File: config.mk
export PLATFORM = sky130hd
export DESIGN_NAME = uart_rx_byte
export DESIGN_NICKNAME = d
export VERILOG_FILES = /design/src/rtl/uart_rx_byte_pkg.sv /design/src/rtl/uart_rx_byte_baud_tick_gen.sv /design/src/rtl/uart_rx_byte.sv
export SDC_FILE = /design/constraint.sdc
export NUM_CORES = 1
export LEC_CHECK = 0
export CAP_MARGIN = 20
export CORE_MARGIN = 5
export CORE_UTILIZATION = 51
export CTS_CLUSTER_SIZE = 10
export DETAILED_ROUTE_END_ITERATION = 16
export PLACE_DENSITY = 0.71
export SYNTH_ARGS = -nofsm -noshare
export SYNTH_HDL_FRONTEND = slang
export SYNTH_SLANG_ARGS = --single-unit
File: constraint.sdc
create_clock -name clk -period 1.76 [get_ports clk]
set_input_delay 0.176 -clock clk [delete_from_list [all_inputs] [get_ports clk]]
set_output_delay 0.176 -clock clk [all_outputs]
set_load 0.05 [all_outputs]
File: src/rtl/uart_rx_byte_pkg.sv
// Shared definitions for the UART byte receiver: FSM state encoding,
// default line settings and the clock-divider helper.
package uart_rx_byte_pkg;

  localparam int DEFAULT_BAUD       = 115200;
  localparam int DEFAULT_OVERSAMPLE = 16;

  typedef enum logic [2:0] {
    ST_IDLE   = 3'd0,
    ST_START  = 3'd1,
    ST_DATA   = 3'd2,
    ST_PARITY = 3'd3,
    ST_STOP   = 3'd4
  } rx_state_e;

  // clk cycles per oversample tick, truncated, never below 1
  function automatic int calc_div(input int clk_hz, input int baud, input int os);
    int d;
    d = clk_hz / (baud * os);
    return (d < 1) ? 1 : d;
  endfunction

endpackage

File: src/rtl/uart_rx_byte_baud_tick_gen.sv
// Oversample tick generator: free-running counter wrapping at DIV-1,
// tick is high for the one clk in which the counter wraps.
module baud_tick_gen #(
  parameter int DIV = 1
) (
  input  logic clk,
  input  logic rst,
  output logic tick
);

  localparam int CW = (DIV > 1) ? $clog2(DIV) : 1;
  localparam logic [CW-1:0] LAST = CW'(DIV - 1);

  logic [CW-1:0] cnt_q;

  assign tick = (cnt_q == LAST);

  // divide counter, wraps on the tick cycle
  always_ff @(posedge clk or posedge rst) begin
    if (rst) begin
      cnt_q <= '0;
    end else if (cnt_q == LAST) begin
      cnt_q <= '0;
    end else begin
      cnt_q <= cnt_q + 1'b1;
    end
  end

endmodule

File: src/rtl/uart_rx_byte.sv
// UART receiver, 8N1 by default, 8E1 when UART_RX_PARITY_EN is defined.
// Delivers bytes over valid/ready and pulses framing/parity/overrun flags.
module uart_rx_byte
  import uart_rx_byte_pkg::*;
#(
  parameter int CLK_HZ     = 100_000_000,
  parameter int BAUD       = DEFAULT_BAUD,
  parameter int OVERSAMPLE = DEFAULT_OVERSAMPLE
) (
  input  logic       clk,
  input  logic       rst,
  input  logic       rx,
  output logic [7:0] data_o,
  output logic       valid_o,
  input  logic       ready_i,
  output logic       frame_err_o,
  output logic       parity_err_o,
  output logic       overrun_o
);

  localparam int DIV = calc_div(CLK_HZ, BAUD, OVERSAMPLE);
  localparam int TW  = $clog2(OVERSAMPLE);
  localparam logic [TW-1:0] HALF_M1 = TW'(OVERSAMPLE / 2 - 1);
  localparam logic [TW-1:0] LAST    = TW'(OVERSAMPLE - 1);

  logic            tick;
  logic            rx_meta_q, rx_sync_q, rx_prev_q;
  logic [1:0]      sync_vld_q;
  logic            fall_edge_d;
  rx_state_e       state_q;
  logic [TW-1:0]   tick_cnt_q;
  logic [2:0]      bit_cnt_q;
  logic [7:0]      shift_q;
  logic [7:0]      data_q;
  logic            valid_q;
  logic            frame_err_q;
  logic            overrun_q;
`ifdef UART_RX_PARITY_EN
  logic            par_bit_q;
  logic            parity_err_q;
  logic            par_bad_d;
  // even parity: the parity bit must equal the XOR of the data bits
  assign par_bad_d    = par_bit_q ^ (^shift_q);
  assign parity_err_o = parity_err_q;
`else
  assign parity_err_o = 1'b0;
`endif

  baud_tick_gen #(.DIV(DIV)) u_tick (
    .clk  (clk),
    .rst  (rst),
    .tick (tick)
  );

  // Synchronizer values only count once two real samples have passed
  // through, so a line held low across reset never looks like a start.
  assign fall_edge_d = sync_vld_q[1] & rx_prev_q & ~rx_sync_q;

  // two-flop synchronizer plus previous-sample register for edge detect
  always_ff @(posedge clk or posedge rst) begin
    if (rst) begin
      rx_meta_q  <= 1'b1;
      rx_sync_q  <= 1'b1;
      sync_vld_q <= 2'b00;
      rx_prev_q  <= 1'b0;
    end else begin
      rx_meta_q  <= rx;
      rx_sync_q  <= rx_meta_q;
      sync_vld_q <= {sync_vld_q[0], 1'b1};
      rx_prev_q  <= sync_vld_q[1] & rx_sync_q;
    end
  end

  // frame FSM, shift register, handshake and registered error pulses
  always_ff @(posedge clk or posedge rst) begin
    if (rst) begin
      state_q      <= ST_IDLE;
      tick_cnt_q   <= '0;
      bit_cnt_q    <= '0;
      shift_q      <= '0;
      data_q       <= '0;
      valid_q      <= 1'b0;
      frame_err_q  <= 1'b0;
      overrun_q    <= 1'b0;
`ifdef UART_RX_PARITY_EN
      par_bit_q    <= 1'b0;
      parity_err_q <= 1'b0;
`endif
    end else begin
      frame_err_q <= 1'b0;
      overrun_q   <= 1'b0;
`ifdef UART_RX_PARITY_EN
      parity_err_q <= 1'b0;
`endif
      // consumption first; a delivery in the same cycle overrides it below
      if (valid_q && ready_i) valid_q <= 1'b0;

      case (state_q)
        ST_IDLE: begin
          if (fall_edge_d) begin
            tick_cnt_q <= '0;
            state_q    <= ST_START;
          end
        end
        ST_START: begin
          if (tick) begin
            if (tick_cnt_q == HALF_M1) begin
              tick_cnt_q <= '0;
              bit_cnt_q  <= '0;
              state_q    <= rx_sync_q ? ST_IDLE : ST_DATA;
            end else begin
              tick_cnt_q <= tick_cnt_q + 1'b1;
            end
          end
        end
        ST_DATA: begin
          if (tick) begin
            if (tick_cnt_q == LAST) begin
              tick_cnt_q <= '0;
              shift_q    <= {rx_sync_q, shift_q[7:1]};
              bit_cnt_q  <= bit_cnt_q + 3'd1;
              if (bit_cnt_q == 3'd7) begin
`ifdef UART_RX_PARITY_EN
                state_q <= ST_PARITY;
`else
                state_q <= ST_STOP;
`endif
              end
            end else begin
              tick_cnt_q <= tick_cnt_q + 1'b1;
            end
          end
        end
`ifdef UART_RX_PARITY_EN
        ST_PARITY: begin
          if (tick) begin
            if (tick_cnt_q == LAST) begin
              tick_cnt_q <= '0;
              par_bit_q  <= rx_sync_q;
              state_q    <= ST_STOP;
            end else begin
              tick_cnt_q <= tick_cnt_q + 1'b1;
            end
          end
        end
`endif
        ST_STOP: begin
          if (tick) begin
            if (tick_cnt_q == LAST) begin
              // back to IDLE at mid-stop so a following start edge is caught
              tick_cnt_q <= '0;
              state_q    <= ST_IDLE;
              if (!rx_sync_q) begin
                frame_err_q <= 1'b1;
`ifdef UART_RX_PARITY_EN
              end else if (par_bad_d) begin
                parity_err_q <= 1'b1;
`endif
              end else if (valid_q && !ready_i) begin
                overrun_q <= 1'b1;
              end else begin
                data_q  <= shift_q;
                valid_q <= 1'b1;
              end
            end else begin
              tick_cnt_q <= tick_cnt_q + 1'b1;
            end
          end
        end
        default: state_q <= ST_IDLE;
      endcase
    end
  end

  assign data_o      = data_q;
  assign valid_o     = valid_q;
  assign frame_err_o = frame_err_q;
  assign overrun_o   = overrun_q;

endmodule

==> metrics.cfg, run 1 <==
[critical_path]
startpoint_type=flop
cp-end-kind=flop
worstReg2RegStart=state_q[0]$_DFFE_PP0P_
crit_start=state_q[0]$_DFFE_PP0P_
crit_path_max_fanout=12
worstPathArrival_ns=1.90
r2r_setup_slack_ns=0.03
crit_end=shift_q[6]$_DFFE_PP0P_
rr_worst_depth=5
r2r_end=shift_q[6]$_DFFE_PP0P_
crit_required_ns=1.94
path_class=reg2reg

[detailed_routing]
drc=0
wl_um=3540
wl_per_cell_um=14.5
via_per_inst=5.44
route.vias.total=1328
ant_nets=0
dr.pass1.iters=4
first_iter_violations=80

[layout]
final.fill_count=287
area_growth_pct=24.7
multi_input_area_um2=882
layout-drive-gt1-share_pct=32.7
seq_area_um2=1010
diodes=0
finalNetCount=204

[floorplan]
num_io_pins=16
row_count=22
die_y_um=71.1
start_util_pct=52.3
die-area_um2=5050
core-area_um2=3630
die_x_um=71.1

[sta]
min_period_ns=1.73
grt_setup_unrepaired=yes
relSlewSlack_pct=66.5
hold_viol=0
worstMarginPinSlew_ns=0.501
setup-violations-final=0
fin_crit_sh_pct=98.0
slew_violations=0
tns_ns=0
max_freq_mhz=580
fin_skew_ns=0.00763

[synth]
synthCells=160
synth_area_per_cell_um2=11.9
yosysUniqueCellTypes=51
ys_seq_elements=40
ys_warn_count=0
synth_area_um2=1900
synth_nets=169
ys_seq_area_share_pct=52.8

[grt]
grt_use_met3_pct=3.84
busiest_layer=met2
globalRouteTotalUtil_pct=15.2
grt_first_pass_wirelength_um=6070
grt_use_met1_pct=18.6
gr-total-overflow=0
antenna_found_initial=0
grt_pass1_vias=1393
grt_max_degree=24
use_met2_pct=24.6

[power_and_ir_drop]
p_comb_share_pct=13.8
p_int_mw=1.37
leakage_nw=1.07
pwr-share-clk_pct=31.6
ir_worst_vdd_mv=0.539
power.total_mw=1.87
power_frac_seq_pct=54.7
powerDensity_nw_per_um2=787
switching_share_pct=26.8
p_sw_uw=499

[placed_design]
place.gp.congestion=0.799
hpwl_um=2620
io_buffers=14

[min_path]
min_path_type=in2async

[clocking]
numClockSinks=40
clk_pin_slew_ns=0.08
root_buffer=clkbuf_8
htreeDepth=2
clock_latency_ns=0.29
cts-buffers-inserted=5
clockBufferDepth=2
cts_hold_buf=0
cts_tree=yes

[job]
maxCapViolCount=0

[status]
outcome=finished, final reports clean

==> registers in the layout, summed over array words and instances (netlist names) <==
name          cells
tick_cnt_q        4
u_tick.cnt_q      6
shift_q           8
rx_meta_q         1
data_o            8
valid_o           1
rx_sync_q         1
state_q           3
sync_vld_q        2
rx_prev_q         1
bit_cnt_q         3
frame_err_o       1
overrun_o         1
==> how the worst min path moves through the flow <==
stage,startpoint,to,slack (ns),depth (start not counted)
3_5_place_dp,sync_vld_q[0]$_DFF_PP0_,sync_vld_q[1]$_DFF_PP0_,0.33,0
5_1_grt,rst,data_o[6]$_DFFE_PP0P_,0.13,2
2_1_floorplan,rx,rx_meta_q$_DFF_PP1_,0.18,0
6_report,rst,data_o[6]$_DFFE_PP0P_,0.12,2
4_1_cts,rst,data_o[6]$_DFFE_PP0P_,0.11,2
3_3_place_gp,sync_vld_q[0]$_DFF_PP0_,sync_vld_q[1]$_DFF_PP0_,0.33,0
==> repair_timing <==
item                                    in CTS  in global routing
gates cloned                                 0                  0
pin swaps                                    0                  4
buffers inserted                             0                  6
resized for setup                            3                 12
endpoints found under the setup margin       5                 23
==> placed cells by master, fill, tap and decap left out, types with 2 or more instances in the layout <==
master / n
a21oi_1: 3
buf_4: 17
clkbuf_8: 5
clkdlybuf4s50_1: 14
conb_1: 2
dfrtp_1: 35
dfrtp_2: 3
dfstp_2: 2
ha_1: 4
inv_1: 9
mux2_2: 17
mux2i_1: 4
nand2_1: 8
nand2b_1: 2
nand3_1: 5
nand3b_1: 3
nand4_1: 2
nor2_1: 11
nor3_1: 5
nor3_4: 2
o211ai_1: 2
o21ai_0: 2
xor2_1: 2
==> layout make-up <==
cell class	count	share of cell area [%]
clock inverter	2	0.528
multi-input combinational	105	37.2
clock buffer	6	3.06
sequential	40	42.5
timing repair buffer	33	12.6
inverter	10	1.58
tap	48	2.53
==> synthesized netlist by cell type (all sizes together) <==
| cell | number | share of area (%) |
|---|---|---|
| a2111oi | 1 | 0.79 |
| nand4 | 2 | 0.66 |
| a22o | 1 | 0.46 |
| nand2 | 9 | 1.9 |
| or3b | 2 | 0.92 |
| o21bai | 1 | 0.39 |
| and3 | 2 | 0.66 |
| o31ai | 1 | 0.39 |
| or4 | 1 | 0.39 |
| conb | 2 | 0.39 |
| nor4b | 1 | 0.46 |
| ha | 5 | 3.3 |
| mux2i | 4 | 2.1 |
| nand2b | 2 | 0.66 |
| buf | 5 | 1.9 |
| or2 | 1 | 0.33 |
| a22oi | 1 | 0.39 |
| mux2 | 18 | 11 |
| and3b | 1 | 0.46 |
| nor2 | 12 | 2.4 |
| xnor2 | 1 | 0.46 |
| dfstp | 2 | 2.8 |
| o32ai | 1 | 0.86 |
| nor3 | 7 | 2.7 |
| a311oi | 1 | 0.46 |
| inv | 10 | 2.0 |
| o2bb2ai | 1 | 0.46 |
| o21a | 1 | 0.39 |
| nor3b | 1 | 0.66 |
| nand3b | 4 | 2.2 |
| a32o | 1 | 0.53 |
| a21o | 1 | 0.39 |
| or3 | 2 | 0.92 |
| dfrtp | 38 | 50 |
| xor2 | 2 | 0.92 |
| o21ai | 2 | 0.53 |
| a21oi | 3 | 0.79 |
| o211ai | 2 | 0.79 |
| nand3 | 6 | 1.8 |
| and2 | 1 | 0.33 |
| or2b | 1 | 0.39 |
==> critical path, cell delays in order (launching register included) <==
cell and delay, ns:
dfrtp_2 0.48, buf_4 0.17, nor3_1 0.27, and3_4 0.25, buf_12 0.12, mux2_2 0.32
==> metrics by stage <==
stage	setup slack, ns	std cells	util, %	area (µm²)	hold WS, ns
detailed placement	-0.0443	230	59.9	2180	0.335
finish	0.0347	244	65.3	2370	0.120
CTS	0.00581	238	62.8	2280	0.115
floorplan	0.00232	160	-	1900	0.180
global placement	0.0624	230	59.9	2180	0.334
global route	-0.0365	244	65.3	2370	0.135
==> logic make-up after synthesis <==
group                    synth area share (%)
AO/OA/AOI/OAI                            7.63
XOR/XNOR                                 1.38
adder cells (fa/ha/maj)                  3.29
buffers and inverters                    3.88
flip-flops                               52.8
multiplexers                             12.8
other                                   0.395
AND/OR/NAND/NOR                          17.9
==> power groups by stage <==
| stage | Combinational (mW) | Clock, mW | Sequential, mW |
|---|---|---|---|
| finish | 0.257 | 0.589 | 1.02 |
| global route | 0.286 | 0.665 | 1.03 |
| CTS | 0.223 | 0.610 | 1.02 |
| detailed placement | 0.220 | 0 | 1.04 |
| global placement | 0.206 | 0 | 1.03 |
| floorplan | 0.178 | 0 | 1.01 |
==> metal layers <==
| layer | wire (µm) | share of wire (%) |
|---|---|---|
| met4 | 108 | 3.0 |
| met2 | 1730 | 49 |
| met1 | 1550 | 44 |
| met3 | 157 | 4.4 |
| met5 | 0 | 0 |
No activity file was read; power rests on OpenSTA's default activity.
==> run 2, diff against run 1 <==
--- a/config.mk
+++ b/config.mk
@@ -7,10 +7,10 @@
 export LEC_CHECK = 0
 export CAP_MARGIN = 20
 export CORE_MARGIN = 5
-export CORE_UTILIZATION = 51
+export CORE_UTILIZATION = 44
 export CTS_CLUSTER_SIZE = 10
 export DETAILED_ROUTE_END_ITERATION = 16
-export PLACE_DENSITY = 0.71
+export PLACE_DENSITY = 0.63
 export SYNTH_ARGS = -nofsm -noshare
 export SYNTH_HDL_FRONTEND = slang
 export SYNTH_SLANG_ARGS = --single-unit
==> run 2 against run 1 <==
Clock skew increased by 0.0012 ns. Maximum frequency increased by 0.13%. Critical path type unchanged. Largest cell class unchanged. Via count decreased by 2.9%. Total power increased by 16%. Routed wire length increased by 2.6%. Highest routed layer unchanged. Combinational power decreased by 5%. Largest power group unchanged. Flip-flop and latch count unchanged.
==> metrics.cfg, run 2 (same netlist as run 1, synthesis figures left out) <==
[layout]
design_area_um2=2390
area_growth_pct=25.7
layout-drive-gt1-share_pct=31.4
layout_commonest_cell=dfrtp_1
finalNetCount=199
diodes=0
mostFrequentLayoutCells=dfrtp_1, mux2_2, clkdlybuf4s50_1, nor2_1, buf_4

[detailed_routing]
route.vias.total=1290
first_iter_violations=94
ant_nets=0
drc=0
dr.pass1.iters=4
wl_um=3640
via_per_inst=5.31
wl_per_cell_um=15.0

[floorplan]
num_io_pins=16
die-area_um2=5740
die_x_um=75.7
row_count=24
core-area_um2=4260
start_util_pct=44.6
die_y_um=75.7

[critical_path]
startpoint_type=flop
path_class=reg2reg
worstPathArrival_ns=1.93
cp-end-kind=flop
crit_path_max_fanout=11
crit_required_ns=1.97

[status]
outcome=finished, final reports clean

[sta]
max_freq_mhz=580
grt_setup_unrepaired=yes
slew_violations=0
hold_viol=0
worstMarginPinSlew_ns=0.514
min_period_ns=1.72
setup-violations-final=0
tns_ns=0
fin_skew_ns=0.00879
fin_crit_sh_pct=97.9
relSlewSlack_pct=65.6
fin_hold_ws_ns=0.252

[placed_design]
place.gp.congestion=0.845
place_area_um2=2200
hpwl_um=2640
io_buffers=14

[clocking]
clockBufferDepth=2
clock_latency_ns=0.29
post-cts-setup-buffers=0
clk_pin_slew_ns=0.08
root_buffer=clkbuf_8
cts_tree=yes
cts_hold_buf=0
cts-buffers-inserted=5
htreeDepth=2
numClockSinks=40

[power_and_ir_drop]
ir_worst_vdd_mv=0.518
leakage_nw=1.07
powerDensity_nw_per_um2=901
power.total_mw=2.16

[job]
maxCapViolCount=0

[grt]
gr-total-overflow=0
grt_pass1_vias=1339
grt_max_degree=41
globalRouteTotalUtil_pct=14.4
grt_first_pass_wirelength_um=6040
antenna_found_initial=0

[min_path]
min_path_type=in2async

[run 2: final timing paths]
kind,start,end,slack (ns),depth (start not counted)
setup / recovery,state_q[0]$_DFFE_PP0P_,tick_cnt_q[0]$_DFFE_PP0P_,0.04,4
hold / removal,rst,shift_q[3]$_DFFE_PP0P_,0.25,3
setup reg to reg,state_q[0]$_DFFE_PP0P_,tick_cnt_q[0]$_DFFE_PP0P_,0.04,4
hold reg to reg,sync_vld_q[0]$_DFF_PP0_,sync_vld_q[1]$_DFF_PP0_,0.35,0
max in group asynchronous,rst,rx_sync_q$_DFF_PP1_,1.25,3
min in group clk,rx,rx_meta_q$_DFF_PP1_,0.29,1
[run 2: stage by stage]
stage,setup WS [ns],std cells,utilization [%]
after floorplan,0.00232,160,-
after global placement,0.0608,235,51.6
after detailed placement,-0.0395,235,51.6
after CTS,0.00929,243,55.0
after global routing,-0.0145,243,56.1
final,0.0370,243,56.1
[run 2: layout make-up]
type,instances,area (µm²)
clock inverters,2,60.1
well taps,52,65.1
clock buffers,6,72.6
flip-flops and latches,40,1010
inverters,10,37.5
fillers,365,1870
repair buffers,28,274
multi-input cells,105,875
[run 2: report_power, final]
part / internal [mW] / leakage, nW / total, mW / switching [mW]
Combinational: 0.122 / 0.483 / 0.243 / 0.121
Clock: 0.567 / 0.0654 / 0.876 / 0.310
Sequential: 0.962 / 0.522 / 1.04 / 0.0732
[run 2: worst max-delay path: stages, from the launching register on]
cell     delay (ns)
dfrtp_2        0.48
or3b_2         0.54
nor3_2         0.24
or3_4          0.21
mux2i_1        0.18
[run 2: layer usage]
metal / track usage, % / vias to the layer above / wire length [µm]
met5: 0 / - / 0
met2: 22.8 / 29 / 1830
met4: 7.96 / 0 / 122
met3: 4.49 / 12 / 159
met1: 17.2 / 635 / 1530
li1: - / 614 / -
[run 2: timing repair]
action	CTS	global route
pin swaps	0	1
resized for setup	2	11
gates cloned	0	0
endpoints found under the setup margin	2	23
endpoints found under the hold margin	0	0
==> run 3, diff against run 2 <==
--- a/config.mk
+++ b/config.mk
@@ -10,7 +10,8 @@
 export CORE_UTILIZATION = 44
 export CTS_CLUSTER_SIZE = 10
 export DETAILED_ROUTE_END_ITERATION = 16
-export PLACE_DENSITY = 0.63
+export PLACE_DENSITY = 0.6
+export RECOVER_POWER = 100
 export SYNTH_ARGS = -nofsm -noshare
 export SYNTH_HDL_FRONTEND = slang
 export SYNTH_SLANG_ARGS = --single-unit
==> constraint.sdc (replaced) <==
create_clock -name clk -period 1.98 [get_ports clk]
set_input_delay 0.198 -clock clk [delete_from_list [all_inputs] [get_ports clk]]
set_output_delay 0.198 -clock clk [all_outputs]
set_load 0.05 [all_outputs]
==> run 3 against run 2 <==
Clock skew grew 0.0036 ns. Clock-buffer cell count unchanged. Critical path depth unchanged. Total power fell by 17%. Global-route usage shrank 1.2 points. Combinational power fell by 27%. Flip-flop and latch count unchanged. Sequential power fell by 13%. Via count decreased by 3.1%. Critical path type unchanged. Critical endpoint unchanged. Highest routed layer unchanged.
==> metrics.cfg, run 3 (same netlist as run 1, synthesis figures left out) <==
[power_and_ir_drop]
p_comb_share_pct=10.0
powerDensity_nw_per_um2=800
pwr-share-clk_pct=39.3
switching_share_pct=24.3
leakage_nw=1.06
p_int_mw=1.35
ir_worst_vdd_mv=0.538
power_frac_seq_pct=50.7
p_sw_uw=434

[detailed_routing]
ant_nets=0
dr.pass1.iters=4
via_per_inst=5.32
wl_per_cell_um=14.0
wl_um=3290
route.vias.total=1250
first_iter_violations=57
drc=0

[sta]
grt_setup_unrepaired=no
worst_slack_ns=0.0933
max_freq_mhz=530
min_period_ns=1.89
fin_skew_ns=0.0124
worstMarginPinSlew_ns=0.957
hold_viol=0
fin_hold_ws_ns=0.340
fin_crit_sh_pct=95.3
slew_violations=0
relSlewSlack_pct=36.2
tns_ns=0
setup-violations-final=0

[layout]
diodes=0
mostFrequentLayoutCells=dfrtp_1, mux2_2, dlygate4sd3_1, nor2_1, inv_1
layout-drive-gt1-share_pct=23.0
final.fill_count=375
area_growth_pct=17.2
design_area_um2=2230
layout_commonest_cell=dfrtp_1
finalNetCount=191

[clocking]
clock_latency_ns=0.30
cts_tree=yes
clockBufferDepth=2
root_buffer=clkbuf_8
post-cts-setup-buffers=0
cts_hold_buf=0
numClockSinks=40
htreeDepth=2
cts-buffers-inserted=5
clk_pin_slew_ns=0.08

[critical_path]
critPathSlowestCell=dfrtp_1
crit_required_ns=2.20
cp_cell_sequence=or2b_1 > a2111oi_2 > or3_4 > mux2i_1
crit_path_max_fanout=12
cp_slowest_stage_delay_ns=0.53
cp-end-kind=flop
path_class=reg2reg
crit_family=simple AND/OR/NAND/NOR gates
worstPathArrival_ns=2.10
startpoint_type=flop
crit_buf_inv=0

[placed_design]
io_buffers=14
place_ws_ns=0.0831
place.gp.congestion=0.841
hpwl_um=2360
place_area_um2=2120

[floorplan]
row_count=24
die-area_um2=5740
core-area_um2=4260
die_y_um=75.7
num_io_pins=16
start_util_pct=44.6
die_x_um=75.7

[grt]
gr-total-overflow=0
grt_max_degree=41
globalRouteTotalUtil_pct=13.2
grt_first_pass_wirelength_um=5630
antenna_found_initial=0
grt_pass1_vias=1286

[status]
outcome=finished, final reports clean

[job]
maxCapViolCount=0

[min_path]
min_path_type=reg2reg

-- run 3: path summary, 6_finish.rpt --
check | start | to | slack (ns) | cells after the start
max | state_q[0]$_DFFE_PP0P_ | tick_cnt_q[0]$_DFFE_PP0P_ | 0.09 | 4
min | sync_vld_q[0]$_DFF_PP0_ | sync_vld_q[1]$_DFF_PP0_ | 0.34 | 0
max reg2reg | state_q[0]$_DFFE_PP0P_ | tick_cnt_q[0]$_DFFE_PP0P_ | 0.09 | 4
min reg2reg | sync_vld_q[0]$_DFF_PP0_ | sync_vld_q[1]$_DFF_PP0_ | 0.34 | 0
max in group asynchronous | rst | rx_prev_q$_DFF_PP0_ | 0.76 | 3
min in group asynchronous | rst | u_tick.cnt_q[5]$_DFF_PP0_ | 0.63 | 3
-- run 3: power groups by stage --
stage                     combinational [mW]  sequential (mW)  clock [mW]
after global placement                 0.180            0.920           0
final                                  0.178            0.905       0.700
after detailed placement               0.182            0.922           0
after global routing                   0.209            0.913       0.760
after CTS                              0.184            0.905       0.726
after floorplan                        0.159            0.899           0
-- run 3: per-layer routing --
metal,up-vias,share of wire [%],global-route usage [%]
li1,598,-,-
met1,618,44,15.1
met2,25,49,21.4
met3,9,4.4,4.75
met4,0,2.4,7.18
met5,-,0,0
-- run 3: through the flow --
stage / util [%] / cells / power, mW
floorplan: - / 160 / 1.06
global placement: 49.6 / 227 / 1.10
detailed placement: 49.6 / 227 / 1.10
CTS: 52.5 / 235 / 1.82
global route: 52.3 / 235 / 1.88
finish: 52.3 / 235 / 1.78
-- run 3: final cells by class --
| type | count | area, µm² | area share, % |
|---|---|---|---|
| Sequential cell | 40 | 1000 | 45.0 |
| Multi-Input combinational cell | 105 | 823 | 36.9 |
| Timing Repair Buffer | 20 | 179 | 8.02 |
| Clock buffer | 6 | 82.6 | 3.70 |
| Tap cell | 52 | 65.1 | 2.92 |
| Clock inverter | 2 | 38.8 | 1.74 |
| Inverter | 10 | 37.5 | 1.68 |
-- run 3: timing repair --
action | 4_1_cts | 5_1_grt
resized for setup | 0 | 1
endpoints found under the hold margin | 0 | 0
setup endpoints to repair | 0 | 2
-- run 3: worst reg2reg max path, cell delays in order (launching register included) --
cell	delay (ns)
dfrtp_1	0.53
or2b_1	0.34
a2111oi_2	0.48
or3_4	0.25
mux2i_1	0.21
